===== config.mk =====
export PLATFORM = sky130hd
export DESIGN_NAME = dmux_4way
export DESIGN_NICKNAME = d
export VERILOG_FILES = /design/src/rtl/dmux_4way.sv
export SDC_FILE = /design/constraint.sdc
export NUM_CORES = 1
export LEC_CHECK = 0
export ABC_CLOCK_PERIOD_IN_PS = 800
export CORE_MARGIN = 5
export CORE_UTILIZATION = 29
export CTS_CLUSTER_SIZE = 28
export DETAILED_ROUTE_END_ITERATION = 8
export PLACE_DENSITY = 0.78
export SKIP_LAST_GASP = 1
export SYNTH_ARGS = -nofsm -noshare
export SYNTH_HDL_FRONTEND = slang
export SYNTH_SLANG_ARGS = --single-unit
export TNS_END_PERCENT = 10

===== constraint.sdc =====
create_clock -name clk -period 0.8 [get_ports clk]
set_input_delay 0.08 -clock clk [delete_from_list [all_inputs] [get_ports clk]]
set_output_delay 0.08 -clock clk [all_outputs]
set_load 0.02 [all_outputs]

===== src/rtl/dmux_4way.sv =====
// rtl/dmux_4way.sv - registered 1-to-4 demultiplexer with optional per-output hit counters (DMUX_4WAY_STATS_EN)
module dmux_4way #(
    parameter int WIDTH     = 1,
    parameter int CNT_WIDTH = 16
) (
    input  logic                 clk,
    input  logic                 rst_n,
    input  logic                 in_valid,
    input  logic [WIDTH-1:0]     in,
    input  logic [1:0]           sel,
    input  logic                 clr_stats,
    output logic [WIDTH-1:0]     a,
    output logic [WIDTH-1:0]     b,
    output logic [WIDTH-1:0]     c,
    output logic [WIDTH-1:0]     d,
    output logic [3:0]           out_valid,
    output logic [CNT_WIDTH-1:0] hit_cnt_a,
    output logic [CNT_WIDTH-1:0] hit_cnt_b,
    output logic [CNT_WIDTH-1:0] hit_cnt_c,
    output logic [CNT_WIDTH-1:0] hit_cnt_d
);

    logic [3:0] sel_onehot;
    logic [3:0] hit;

    // Decode select into a one-hot destination vector; sel is two bits so all cases are covered.
    always_comb begin
        sel_onehot = 4'b0000;
        case (sel)
            2'b00: sel_onehot = 4'b0001;
            2'b01: sel_onehot = 4'b0010;
            2'b10: sel_onehot = 4'b0100;
            2'b11: sel_onehot = 4'b1000;
        endcase
    end

    // A destination is hit only when the input word is qualified.
    assign hit = in_valid ? sel_onehot : 4'b0000;

    // Route the word to the selected output register and zero the other three.
    always_ff @(posedge clk or negedge rst_n) begin
        if (!rst_n) begin
            a         <= '0;
            b         <= '0;
            c         <= '0;
            d         <= '0;
            out_valid <= 4'b0000;
        end else begin
            a         <= hit[0] ? in : '0;
            b         <= hit[1] ? in : '0;
            c         <= hit[2] ? in : '0;
            d         <= hit[3] ? in : '0;
            out_valid <= hit;
        end
    end

`ifdef DMUX_4WAY_STATS_EN
    localparam logic [CNT_WIDTH-1:0] CNT_MAX = {CNT_WIDTH{1'b1}};

    logic [CNT_WIDTH-1:0] cnt [4];

    // Saturating hit counters; clear wins over a same-cycle increment.
    always_ff @(posedge clk or negedge rst_n) begin
        if (!rst_n) begin
            for (int i = 0; i < 4; i++) begin
                cnt[i] <= '0;
            end
        end else if (clr_stats) begin
            for (int i = 0; i < 4; i++) begin
                cnt[i] <= '0;
            end
        end else begin
            for (int i = 0; i < 4; i++) begin
                if (hit[i] && (cnt[i] != CNT_MAX)) begin
                    cnt[i] <= cnt[i] + 1'b1;
                end
            end
        end
    end

    assign hit_cnt_a = cnt[0];
    assign hit_cnt_b = cnt[1];
    assign hit_cnt_c = cnt[2];
    assign hit_cnt_d = cnt[3];
`else
    logic unused_clr_stats;

    assign unused_clr_stats = clr_stats;
    assign hit_cnt_a        = '0;
    assign hit_cnt_b        = '0;
    assign hit_cnt_c        = '0;
    assign hit_cnt_d        = '0;
`endif

endmodule


## Yosys cells after proc, flatten, opt, wreduce, memory -nomap -nowiden

Cells that the tools add are included.

- Register bits: 8
- Input bits: 7
- Output and inout port bits: 72
- Logic and storage cells: 15

- Eq/ne operators: 3
- Multiplexer cells: 6
- Reductions and logical operators: 1

Operator list:

| kind | count |
|---|---|
| case mux 4 bit (4 select lines) | 1 |
| equality test 2 bit (second input constant) | 2 |
| 2-to-1 mux 1 bit | 4 |
| 2-to-1 mux 4 bit | 1 |
| equality test 2 x 1 -> 1 bit (second input constant) | 1 |
| zero test 2 bit | 1 |

## Logic depth before layout (Yosys ltp)

- Depth in word-level cells: 4
- Depth in mapped cells: 1
- Gate-level depth less buffers: 1

## Least setup slack after synthesis

No wires, ideal clock.

- Path kind: reg-to-output
- From: reg a
- To: out a
- Arrival: 0.416 ns
- Required time: 0.720 ns
- Path slack: 0.304 ns
- Cell stages (with the launch flop): 1
- Path buffers: 0
- Path through: dfrtp_1

RTL lines:

| what | RTL line | text |
|---|---|---|
| start: declaration | 12 | `output logic [WIDTH-1:0] a,` |
| start signal: assignment | 49 | `a <= hit[0] ? in : '0;` |

No word-level cell between the ends.

## Final worst setup path

- From: reg out_valid[3]
- To: out out_valid[3]

RTL lines:

| what | RTL line | text |
|---|---|---|
| start: declaration | 16 | `output logic [3:0] out_valid,` |
| start signal: assignment | 53 | `out_valid <= hit;` |

No word-level cell between the ends.

==> metrics.md <==
| Metric | Value |
|---|---|
| Minimum clock period | between 0.8 and 0.9 ns |
| Delay-heaviest family, CP | flip-flops |
| Setup WS post-layout | -0.0286 ns |
| Area delta synth->final | -11.5% |
| Number of flops mapped to enable cells by yosys | 0 |
| Top cells by count, synth | buf_4 (64), dfrtp_1 (8), and3b_2 (2), and4b_2 (2) |
| WP buf/inv | 1 |
| Predominant post-synthesis flop cell | dfrtp_1 |
| Share of the synthesized area in the top cell type | 0.628 |
| Antenna cells | 0 |
| Worst path cell trace | buf_6 |
| Pleak | 0.430 nW |
| Synth area leader | buf_4 |
| Clock sinks | 8 |
| Sw Share | 0.405 |
| Core footprint | around 2500 sq um |
| MaxCap Viol Count | 0 |
| Routed Antenna Nets | 0 |
| Routed length per placed instance | 7.72 um |
| Sequential fraction of design power | 0.396 |
| CP endpoint kind | output pin |
| Initial Utilization | 0.306 |
| Max VDD drop | 0.000695 V |
| RD Place Congestion | between 0.6 and 0.7 |
| Pre-CTS setup slack | -0.223 ns |
| Synth area leaders | buf_4 (63%), dfrtp_1 (26%), and4b_2 (2.9%) |
| Vias in the first global route | roughly 260 |
| DRT iter0 DRCs | 1 |
| Reg clk slew, reported paths | roughly 0.05 ns |
| Max Root-Sink Buffers | 2 |
| Die X | slightly above 60 um |
| Dpl cells | between 100 and 150 |
| Library cells used by synthesis | 9 |
| Total grt overflow | 0 |
| Seq cells post-synth | 8 |
| Async set or reset register ratio after synthesis | 1.00 |
| Power share of the combinational group | 0.338 |
| H-tree depth | 1 |
| Sequential cell area | 200 sq um |
| Syn Inst Count | 81 |
| Port Buffers | 13 |
| Share of layout cells above drive strength 1 | 0.188 |
| CTS Hold Bufs | 0 |
| Int Pwr | between 0.6 and 0.7 mW |
| Placed cell area | 688 sq um |
| Endpoints failing hold | 0 |
| Fin crit share | 1.04 |
| Antenna violations before repair | 0 |
| Unrepaired setup endpoints after global routing | true |
| Worst Path Required | just over 0.7 ns |
| Global-route wire length before repair | 1010 um |
| Layout Nets | roughly 110 |
| Worst min path class | in -> async |
| Fmax | 1210 MHz |
| CP max stage delay | about 0.38 ns |
| Total CTS buffers | 3 |
| Switching power | about 0.43 mW |
| Multi-input logic area | 320 sq um |
| Pwr Density | 1570 nW/um^2 |
| Most common cell in the netlist | buf_4 |
| # Post-CTS Setup Buffers | 0 |
| DRT Pass-1 Iters | 2 |
| Total GRT Usage | 0.0412 |
| Via density | 2.79 |
| Yosys Warn Count | 0 |
| DR vias | 351 |
| Syn avg cell area | 9.44 sq um |
| Post-route cell area | approximately 680 sq um |
| Num rows | 18 |
| Post-Syn Area | around 760 sq um |
| Post-DP HPWL | between 900 and 1000 um |
| Outcome | complete, but fails checks |
| Die Area | roughly 3800 sq um |
| CTS tree | done |
| Largest net degree at the start of global routing | 9 |
| Fin cells | around 130 |
| Setup crit start kind | register |
| Critical path class | reg -> out |
| Residual DRC count | 0 |
| Slew Limit Fails | 0 |
| Crit path max fanout | 1 |
| I/O Pins | between 70 and 80 |
| Worst Path Arrival | about 0.75 ns |
| Power Total | approximately 1.1 mW |
| Failing checks | setup timing |
| Die Span Y | roughly 61 um |
| CP max stage cell | dfrtp_1 |
| Register area share after synthesis | 0.262 |
| Setup violators final | 8 |
| Root Buffer | clkbuf_4 |
| Final setup TNS | -0.183 ns |
| Fillers | approximately 280 |
| Power share of the clock group | 0.266 |
| Post-Route WL | around 1000 um |
[kinds of logic (layout without fill, tap and decap cells)]
logic type / after synthesis / in the layout / share of synthesized area
other: 1 / 64 / 0.00491
DFF: 8 / 8 / 0.262
and+or+nand+nor: 8 / 8 / 0.105
buffers and inverters: 64 / 16 / 0.628
[metal layers]
metal  up-vias  track usage  wire length [um]  part of all wire
li1        158            -                 -                 -
met1       153       0.0330               197              0.20
met2        40       0.0634               543              0.56
met3         0       0.0273               233              0.24
met4         0       0.0455                 0                 0
met5         -            0                 0                 0
[flip-flops by register name, summed over array words and instances (netlist names)]
signal	cells
c	1
out_valid	4
a	1
d	1
b	1
[power by group through the flow]
| stage | Sequential, mW | Combinational [mW] | Clock (mW) |
|---|---|---|---|
| finish | 0.421 | 0.360 | 0.283 |
| global route | 0.422 | 0.388 | 0.334 |
| CTS | 0.422 | 0.350 | 0.302 |
| detailed placement | 0.428 | 0.360 | 0 |
| global placement | 0.428 | 0.359 | 0 |
| floorplan | 0.445 | 0.515 | 0 |
[stage by stage]
step / hold WS [ns] / util
after floorplan: -0.216 / -
after global placement: 0.364 / 0.275
after detailed placement: 0.368 / 0.275
after CTS: 0.102 / 0.271
after global routing: 0.116 / 0.271
final: 0.0983 / 0.271
[path summary, 6_finish.rpt]
| check | from | cells past startpoint | to | slack [ns] |
|---|---|---|---|---|
| min in group clk | sel[0] | 2 | out_valid[0] | 0.51 |
| max in group asynchronous | rst_n | 1 | c | 0.46 |
| max | out_valid[3] | 1 | out_valid[3] | -0.03 |
| min | rst_n | 1 | out_valid[2] | 0.1 |
[layout by cell type, fill, tap and decap left out]
cell	synthesis	layout
conb_1	1	64
dfrtp_1	8	8
buf_2	0	7
clkdlybuf4s50_1	0	5
clkbuf_4	0	3
and3b_2	2	2
and4b_2	2	2
nor3b_1	1	1
and4bb_2	1	1
and3_2	1	1
and4_2	1	1
buf_6	0	1
[what timing repair did]
item / in CTS / in global routing
gates resized for setup: 34 / 0
setup endpoints to repair: 8 / 8
pin swaps: 0 / 0
[cell type report]
type / count / share of cell area
clock buffers: 3 / 0.0333
multi-input cells: 72 / 0.473
flip-flops and latches: 8 / 0.296
well taps: 30 / 0.0555
repair buffers: 13 / 0.142
(Power assumes the default switching activity.)
